**src/rtl/acumulador_producto.sv**
```systemverilog
`default_nettype none
// ============================================================================
// Module      : acumulador_producto
// Description : Accumulates N_TERMS signed products from the Booth multiplier
//               into one signed group sum. The sum is offered to the next
//               stage through a valid/ready handshake. A 1-deep holding
//               register absorbs one product that arrives while a finished
//               sum is waiting to be taken.
// Ports       : clk        - clock, rising edge
//               reset      - asynchronous reset, active low
//               resultado  - signed product from the multiplier
//               fin        - multiplier done (rising edge = one product)
//               clear      - synchronous flush of group, hold reg and flags
//               acc_out    - signed group sum
//               acc_valid  - acc_out holds a completed group
//               acc_ready  - consumer accepts acc_out
//               overflow   - signed overflow in the group on acc_out
//               perdido    - sticky: a product was dropped
//               cuenta     - products in the current group
// Options     : define ACUMULADOR_SATURA_EN to saturate on signed overflow
//               instead of wrapping.
// Revision    : 1.0 - initial release
// ============================================================================
module acumulador_producto #(
    parameter int PROD_W  = 6,
    parameter int ACC_W   = 12,
    parameter int N_TERMS = 4
) (
    input  logic                             clk,
    input  logic                             reset,
    input  logic [PROD_W-1:0]                resultado,
    input  logic                             fin,
    input  logic                             clear,
    output logic [ACC_W-1:0]                 acc_out,
    output logic                             acc_valid,
    input  logic                             acc_ready,
    output logic                             overflow,
    output logic                             perdido,
    output logic [$clog2(N_TERMS+1)-1:0]     cuenta
);

    localparam int CNT_W = $clog2(N_TERMS + 1);

    localparam logic [0:0]       c_ACUM    = 1'b0;
    localparam logic [0:0]       c_ENTREGA = 1'b1;
    localparam logic [CNT_W-1:0] c_LAST    = CNT_W'(N_TERMS - 1);
    localparam logic [CNT_W-1:0] c_FULL    = CNT_W'(N_TERMS);
    localparam logic [CNT_W-1:0] c_ONE     = CNT_W'(1);

    logic [0:0]       r_state;
    logic [0:0]       w_state_nxt;
    logic             r_fin_q;
    logic [ACC_W-1:0] r_acc;
    logic             r_ovf;
    logic [CNT_W-1:0] r_cnt;
    logic [ACC_W-1:0] r_hold;
    logic             r_hold_vld;
    logic             r_lost;

    logic             w_ev;
    logic             w_hs;
    logic [ACC_W-1:0] w_p;
    logic [ACC_W:0]   w_add;      // {overflow, sum} for acc + p
    logic [ACC_W:0]   w_hs_add;   // {overflow, sum} for new group on handshake
    logic [CNT_W-1:0] w_hs_cnt;

    // Returns {overflow, sum}. Overflow: operands share a sign, sum differs.
    function automatic logic [ACC_W:0] f_add(input logic [ACC_W-1:0] a,
                                             input logic [ACC_W-1:0] b);
        logic [ACC_W-1:0] s;
        logic             ov;
        s  = a + b;
        ov = (a[ACC_W-1] == b[ACC_W-1]) && (s[ACC_W-1] != a[ACC_W-1]);
`ifdef ACUMULADOR_SATURA_EN
        if (ov) begin
            s = a[ACC_W-1] ? {1'b1, {(ACC_W-1){1'b0}}}
                           : {1'b0, {(ACC_W-1){1'b1}}};
        end
`endif
        return {ov, s};
    endfunction

    generate
        if (ACC_W > PROD_W) begin : g_ext
            assign w_p = {{(ACC_W-PROD_W){resultado[PROD_W-1]}}, resultado};
        end else begin : g_noext
            assign w_p = resultado;
        end
    endgenerate

    // Only the rising edge of fin is a new product; a held fin counts once.
    assign w_ev  = fin & ~r_fin_q;
    assign w_hs  = acc_valid & acc_ready;
    assign w_add = f_add(r_acc, w_p);

    // The next group is seeded with the held product and/or the product
    // arriving in the handshake cycle itself.
    assign w_hs_add = f_add(r_hold_vld ? r_hold : '0, w_ev ? w_p : '0);
    assign w_hs_cnt = {{(CNT_W-1){1'b0}}, r_hold_vld} + {{(CNT_W-1){1'b0}}, w_ev};

    // ---------------------------------------------------------------- FSM
    always_ff @(posedge clk or negedge reset) begin
        if (!reset) begin
            r_state <= c_ACUM;
        end else begin
            r_state <= w_state_nxt;
        end
    end

    always_comb begin
        w_state_nxt = r_state;
        if (clear) begin
            w_state_nxt = c_ACUM;
        end else begin
            case (r_state)
                c_ACUM: begin
                    if (w_ev && (r_cnt == c_LAST)) begin
                        w_state_nxt = c_ENTREGA;
                    end
                end
                c_ENTREGA: begin
                    if (w_hs) begin
                        // With N_TERMS == 2 the seeded group can already be full.
                        w_state_nxt = (w_hs_cnt == c_FULL) ? c_ENTREGA : c_ACUM;
                    end
                end
                default: w_state_nxt = c_ACUM;
            endcase
        end
    end

    always_comb begin
        acc_valid = (r_state == c_ENTREGA);
    end

    // ------------------------------------------------------------ datapath
    always_ff @(posedge clk or negedge reset) begin
        if (!reset) begin
            r_fin_q    <= 1'b0;
            r_acc      <= '0;
            r_ovf      <= 1'b0;
            r_cnt      <= '0;
            r_hold     <= '0;
            r_hold_vld <= 1'b0;
            r_lost     <= 1'b0;
        end else begin
            r_fin_q <= fin;
            if (clear) begin
                r_acc      <= '0;
                r_ovf      <= 1'b0;
                r_cnt      <= '0;
                r_hold_vld <= 1'b0;
                r_lost     <= 1'b0;
            end else if (r_state == c_ACUM) begin
                if (w_ev) begin
                    r_acc <= w_add[ACC_W-1:0];
                    r_ovf <= r_ovf | w_add[ACC_W];
                    r_cnt <= r_cnt + c_ONE;
                end
            end else begin
                if (w_hs) begin
                    r_acc      <= w_hs_add[ACC_W-1:0];
                    r_ovf      <= w_hs_add[ACC_W];
                    r_cnt      <= w_hs_cnt;
                    r_hold_vld <= 1'b0;
                end else if (w_ev) begin
                    if (!r_hold_vld) begin
                        r_hold     <= w_p;
                        r_hold_vld <= 1'b1;
                    end else begin
                        r_lost <= 1'b1;
                    end
                end
            end
        end
    end

    assign acc_out  = r_acc;
    assign overflow = r_ovf;
    assign perdido  = r_lost;
    assign cuenta   = r_cnt;

endmodule
`default_nettype wire

```
**config.mk**
```make
export PLATFORM = sky130hd
export DESIGN_NAME = acumulador_producto
export DESIGN_NICKNAME = d
export VERILOG_FILES = /design/src/rtl/acumulador_producto.sv
export SDC_FILE = /design/constraint.sdc
export NUM_CORES = 1
export LEC_CHECK = 0
export ABC_AREA = 1
export BUFFER_PORTS_ARGS = -buffer_cell sky130_fd_sc_hd__buf_2
export CAP_MARGIN = 10
export CORE_ASPECT_RATIO = 2
export CORE_UTILIZATION = 40
export DETAILED_ROUTE_END_ITERATION = 12
export GPL_TIMING_DRIVEN = 0
export PLACE_DENSITY = 0.56
export SLEW_MARGIN = 20
export SYNTH_ARGS = -nofsm -noshare
export SYNTH_HDL_FRONTEND = slang
export SYNTH_SLANG_ARGS = --single-unit
export TNS_END_PERCENT = 1
```
**constraint.sdc**
```tcl
create_clock -name clk -period 2.55 [get_ports clk]
set_input_delay 0.3825 -clock clk [delete_from_list [all_inputs] [get_ports clk]]
set_output_delay 0.3825 -clock clk [all_outputs]
set_load 0.01 [all_outputs]
```
==> results of run 1 <==
## synth_stat cells, drive strengths merged
cell	instances
nand4	9
ha	20
buf	6
o21ai	10
dfrtp	26
o211ai	1
mux2i	3
nand2	102
o41ai	1
fa	2
a31oi	2
nor3b	1
inv	45
a22o	1
nand3	27
a21oi	19
nor2	30
xnor2	4
nand3b	1
xor2	2
## worst paths after layout
| check | from | endpoint | cells after the start |
|---|---|---|---|
| worst max-delay path | r_hold_vld$_DFFE_PN0P_ | acc_out[6]$_DFFE_PN0P_ | 12 |
| worst min-delay path | reset | perdido$_DFFE_PN0P_ | 1 |
| worst max register to register | r_hold_vld$_DFFE_PN0P_ | acc_out[6]$_DFFE_PN0P_ | 12 |
| worst min register to register | acc_out[3]$_DFFE_PN0P_ | acc_out[3]$_DFFE_PN0P_ | 2 |
| max in group asynchronous | reset | r_hold[0]$_DFFE_PN0P_ | 1 |
| min in group clk | fin | r_fin_q$_DFF_PN0_ | 1 |
## critical path: stages, from the launching register on
cell and delay, ps:
dfrtp_1 390, buf_2 190, nand2_1 80, inv_1 40, ha_1 230, fa_1 420
nand3_1 90, nand2_1 80, nand2_1 70, nand3b_1 80, a21oi_2 210, o21ai_1 100
nand2_1 60
## power by group through the flow
stage	Clock (µW)	Combinational, µW	Sequential (µW)
after floorplan	0	544	607
after global placement	0	791	590
after detailed placement	0	798	592
after CTS	371	803	584
after global routing	388	920	594
final	362	794	582
## layout make-up
class	instances	area [µm²]	share of cell area [%]
plain buffers	6	37.5	1.51
clock buffers	3	41.3	1.66
clock inverters	1	30.0	1.21
inverters	45	174	6.99
multi-input cells	235	1340	53.9
flip-flops and latches	26	651	26.2
well taps	58	72.6	2.92
repair buffers	28	140	5.63
## cell families after synthesis
family          share of synthesized area (%)
simple gates                             34.1
buf+inv                                  9.60
compound gates                           9.82
flops                                    29.5
fa+ha+maj                                13.2
xor+xnor                                 2.38
mux                                      1.36
## registers in the layout, summed over array words and instances (netlist names)
register / count
r_fin_q: 1
r_hold: 6
acc_out: 12
cuenta: 3
perdido: 1
acc_valid: 1
r_hold_vld: 1
overflow: 1
## per-stage QoR
step	worst slack [ps]	cells
floorplan	688	312
global placement	333	398
detailed placement	318	398
CTS	417	402
global route	280	402
finish	432	402
## layer usage
metal  track usage (%)  vias to the layer above
met1              21.3                      953
met5                 0                        -
met3              1.84                       15
met4              11.0                        0
met2              42.9                       39
li1                  -                     1065
==> parameters.txt, run 1 <==
Parameter                              Value

Power and ir drop
  Lkg Pwr    0.00144 µW
  Logic gate share of total power    45.7%
  Switching power as a share of total power    41.0%
  Sequential fraction of design power    33.5%
  Clock network fraction of total power    20.9%
  Switching power    713 µW
  Internal cell power    1030 µW
  Total power draw    1740 µW
  Worst VDD drop    0.365 mV
  Pwr Density    699 nW/µm²

Timing
  Final Hold Fails    0
  Fmax achieved    0.472 GHz
  Clock Skews    14.2 ps
  Share of the clock period used by the worst path    83.1%
  Final worst hold slack    96.0 ps
  Setup Total Neg Slack    0 ps
  Fin crit period    2120 ps
  RSZ-0062 raised after global routing    false
  Worst-Margin Slew    620 ps
  Final-report max-slew violation count    0
  Count of endpoints failing setup in the final report    0
  Headroom to the max-slew limit    58.7%

Setup path
  Nature of the critical path startpoint    register
  R2r setup slk    430 ps
  Crit path required time    2780 ps
  Maximum fanout count along the critical path    9
  Arrival @ worst endpoint    2340 ps
  Sort of element at the end of the critical path    register
  Classification of the worst setup path    reg2reg

Final layout
  Fraction of layout cells with a size suffix above 1    17.2%
  Number of antenna repair diodes    0
  Final cell utilization of the core    47.5%
  Number of nets in the layout    378
  FILL cells    571
  Final Cell Area    2490 µm²
  Leading cell type in the layout, fill and taps excluded    nand2_1
  Relative area change from synthesis to final layout    12.9%
  Most used cells in the layout excluding fill and tap cells    100 x nand2_1, 41 x inv_1, 31 x buf_2

Synth
  YS warnings    0
  Part of the Yosys area used for sequential elements    29.5%
  Largest cells by area after synthesis    dfrtp_1 30%, nand2_1 17%, ha_1 11%, inv_1 7.0%, nand3_1 5.9%
  Mean instance size in the synthesized netlist    7.06 µm²
  Synthesized netlist net count    345
  Largest area contributor in the synthesized netlist    dfrtp_1
  Number of instances in the synthesized netlist    312
  Yosys cell types    32
  Mapped cell area    2200 µm²
  Post-synthesis register bit count    26
  Post-synth top area share    29.5%

Route
  Vias per cell    5.15
  DRC violation total after the first TritonRoute iteration    37
  First-pass detailed-route iteration total    5
  Number of design rule violations left after detail routing    0
  WL/cell    13.9 µm
  Met3 wire length    116 µm
  Post-DRT Antenna Nets    0
  Vias    2072
  WL met2    3150 µm
  Topmost layer with routed signal wires    met4
  Total routed wirelength    5570 µm
  Metal-1 WL    2090 µm

Clock tree
  Maximum level of the CTS H-tree    1
  CTS tree    done
  Post-CTS resize count    0
  Count of buffers added by post-CTS timing repair for setup    0
  Hold-fix buffers at CTS    0
  Clock sink total    26
  Inserted Clock Buffers    3
  Clk_lat worst skew    290 ps
  Largest buffer count on any clock path    2
  CTS clock-pin slew for the worst setup and hold paths    110 ps
  Clock root buffer    clkbuf_8

Die
  Core region area    5230 µm²
  Num rows    37
  Initial Utilization    42.1%
  Chip Width    54.5 µm
  Number of top-level pins    29
  Overall die area    5830 µm²
  Die span in y    107 µm

Place
  HPWL Detailed    4500 µm
  Instance area after placement    2420 µm²
  Buffers added on ports    28
  Gpl congestion    0.850

Global route
  Final global-route overflow total    0
  GRT Util Overall    22.3%
  Via count of the first global-routing pass    2136
  Global-route wire length before repair    9310 µm
  Pin count of the biggest net entering global routing    27
  Initial antenna violation count    0

Min path
  Hold WC Path Type    in2async

Outcome
  Run status    finished, final reports clean

Flow run
  Number of violations of the max-capacitance limit    0
Note: power is estimated with default switching activity, not from simulation.
==> inputs of run 2 (changes only) <==
- ABC_AREA: 1 -> 0
- PLACE_DENSITY: 0.56 -> 0.58
- clock period: 2.55 -> 1.9 ns (I/O delays scaled with it)
==> run 2 against run 1 <==
Net effect:
- the run now ends with negative setup slack left
- fmax down 1.8%
- non-clock buffer count up 10
- global-route usage up 0.075 points
- critical path type unchanged
- critical endpoint is now acc_out[11]$_DFFE_PN0P_
==> parameters.txt, run 2 <==
Parameter                              Value

Outcome
  Run status    complete, but fails checks
  Violated checks    negative setup slack

Timing
  Fin crit period    2160 ps
  Final Hold Fails    0
  Worst-Margin Slew    629 ps
  Fmax achieved    0.464 GHz
  Count of endpoints failing setup in the final report    9
  Final-report max-slew violation count    0
  Clock Skews    4.59 ps
  Final worst hold slack    9.51 ps
  RSZ-0062 raised after global routing    true
  Share of the clock period used by the worst path    113%
  Final Worst Setup Slack    -256 ps
  Headroom to the max-slew limit    58.1%

Power and ir drop
  Logic gate share of total power    27.0%
  Clock network fraction of total power    32.5%
  Internal cell power    1040 µW
  Worst VDD drop    0.407 mV
  Sequential fraction of design power    40.5%
  Switching power as a share of total power    30.7%
  Lkg Pwr    0.00121 µW
  Pwr Density    583 nW/µm²
  Switching power    459 µW
  Total power draw    1500 µW

Die
  Die span in y    103 µm
  Number of top-level pins    29
  Core region area    4860 µm²
  Num rows    36
  Chip Width    52.4 µm
  Initial Utilization    41.8%
  Overall die area    5390 µm²

Global route
  Final global-route overflow total    0
  Global-route wire length before repair    8890 µm
  Initial antenna violation count    0
  GRT Util Overall    22.3%
  Pin count of the biggest net entering global routing    27
  Via count of the first global-routing pass    1837

Synth
  Fraction of synthesis flops using an asynchronous set or reset pin    100%
  Largest area contributor in the synthesized netlist    dfrtp_1
  Post-synth top area share    32.0%
  YS warnings    0
  Number of instances in the synthesized netlist    216
  Compound-cell area share of the yosys netlist    22.4%
  Multiplexer share of the synthesized area    5.29%
  Largest cells by area after synthesis    dfrtp_1 32%, ha_1 12%, a21oi_1 4.2%, xnor2_1 3.9%, and2_1 3.7%
  Most used standard cells in the synthesized netlist    26 x dfrtp_1, 20 x ha_1, 17 x a21oi_1, 15 x nand2_1, 13 x o21ai_0
  Post-Synth XOR/XNOR Area    4.74%
  Most common cell in the synthesized netlist    dfrtp_1
  Main combinational cell family by area after synthesis    compound AO/OA/AOI/OAI gates
  Mapped cell area    2030 µm²
  Part of the Yosys area used for sequential elements    32.0%
  Yosys cell types    51
  Synthesized netlist net count    249
  Share of synthesized cell area in full adder, half adder and majority cells    14.3%
  Top flip-flop cell by instance count after synthesis    dfrtp_1
  Post-synthesis register bit count    26
  Post-synthesis simple-gate area fraction    16.8%
  Mean instance size in the synthesized netlist    9.42 µm²
  Count of flip-flops with a built-in enable after synthesis    0

Route
  Vias per cell    5.76
  DRC violation total after the first TritonRoute iteration    20
  Number of design rule violations left after detail routing    0
  First-pass detailed-route iteration total    4
  WL/cell    17.7 µm
  Post-DRT Antenna Nets    0
  Vias    1804
  Total routed wirelength    5550 µm

Clock tree
  Clock root buffer    clkbuf_8
  Clock sink total    26
  Maximum level of the CTS H-tree    1
  Inserted Clock Buffers    3
  CTS tree    done
  Clk_lat worst skew    280 ps
  CTS clock-pin slew for the worst setup and hold paths    110 ps
  Largest buffer count on any clock path    2
  Hold-fix buffers at CTS    0

Final layout
  Most used cells in the layout excluding fill and tap cells    29 x buf_2, 24 x dfrtp_1, 15 x nand2_1
  Flip-flop count of the largest register after layout    12
  FILL cells    509
  Final cell utilization of the core    52.8%
  Number of nets in the layout    290
  Fraction of layout cells with a size suffix above 1    35.9%
  Relative area change from synthesis to final layout    26.1%
  Leading cell type in the layout, fill and taps excluded    buf_2
  Number of antenna repair diodes    0

Place
  Buffers added on ports    27
  Gpl congestion    0.822
  HPWL Detailed    4070 µm

Setup path
  Classification of the worst setup path    reg2reg
  Maximum fanout count along the critical path    5
  Nature of the critical path startpoint    register
  Cell depth of the worst flop-to-flop path    7
  Crit path required time    2090 ps
  Sort of element at the end of the critical path    register
  Arrival @ worst endpoint    2340 ps

Flow run
  Number of violations of the max-capacitance limit    0

Min path
  Hold WC Path Type    in2async
run 2: changes by cell type after synthesis, moves of 8 or more:
cell     previous run  this run
nand4_1             9         1
nand2_1           100        15
and2_1              0        12
inv_1              41         9
nor2_1             22         7
nand3_1            26         9
o21ai_0             3        13
run 2: worst paths after layout:
path | startpoint | slack, ps | end
max | acc_out[7]$_DFFE_PN0P_ | -260 | acc_out[11]$_DFFE_PN0P_
min | reset | 10 | cuenta[1]$_DFFE_PN0P_
max reg2reg | acc_out[7]$_DFFE_PN0P_ | -260 | acc_out[11]$_DFFE_PN0P_
min reg2reg | r_hold[5]$_DFFE_PN0P_ | 510 | r_hold[5]$_DFFE_PN0P_
max in group asynchronous | reset | 1450 | r_hold_vld$_DFFE_PN0P_
min in group clk | fin | 140 | r_fin_q$_DFF_PN0_
run 2: power groups by stage:
stage | registers [µW] | logic [µW] | clock network (µW)
after floorplan | 622 | 229 | 0
after global placement | 614 | 345 | 0
after detailed placement | 615 | 349 | 0
after CTS | 604 | 371 | 493
after global routing | 610 | 448 | 517
final | 606 | 404 | 487
run 2: critical path: stages, from the launching register on:
cell,delay (ps)
dfrtp_1,440
ha_4,260
a21o_1,170
a2111o_1,440
nor3_4,270
nor2_2,90
xnor2_1,140
o311ai_2,250
run 2: cells by family (layout without fill, tap and decap cells):
logic type	count (synthesis)	count (layout)
xor gates and xnor gates	11	11
buffers and inverters	17	57
DFF	26	26
muxes	10	10
AOI/OAI and AO/OA	67	67
adders and majority gates	22	22
and+or+nand+nor	63	63
run 2: through the flow:
step	cell area (µm²)	std cells	setup WS [ps]	TNS [ps]
after floorplan	2050	216	-174	-903
after global placement	2260	300	-659	-4540
after detailed placement	2260	300	-634	-4550
after CTS	2440	311	-450	-2620
after global routing	2570	313	-375	-2850
final	2570	313	-256	-1670
run 2: repair_timing:
item / in CTS / in global routing
cloned: 0 / 0
gates resized for setup: 14 / 27
setup endpoints to repair: 12 / 16
buffers inserted: 7 / 3
pin swaps: 13 / 17
run 2: metal layers:
metal / track usage [%] / wire (µm) / up-vias
met5: 0 / 0 / -
met4: 6.48 / 55 / 0
met3: 1.62 / 83 / 6
met2: 43.6 / 3260 / 27
met1: 24.3 / 2150 / 896
li1: - / - / 875
run 2: area by class of cell:
cell class / instances / area [µm²] / share of cell area, %
tap: 57 / 71.3 / 2.78
inverter: 9 / 33.8 / 1.32
sequential: 26 / 653 / 25.5
buffer: 7 / 53.8 / 2.10
timing repair buffer: 37 / 210 / 8.19
clock inverter: 1 / 30.0 / 1.17
multi-input combinational: 173 / 1470 / 57.4
clock buffer: 3 / 41.3 / 1.61
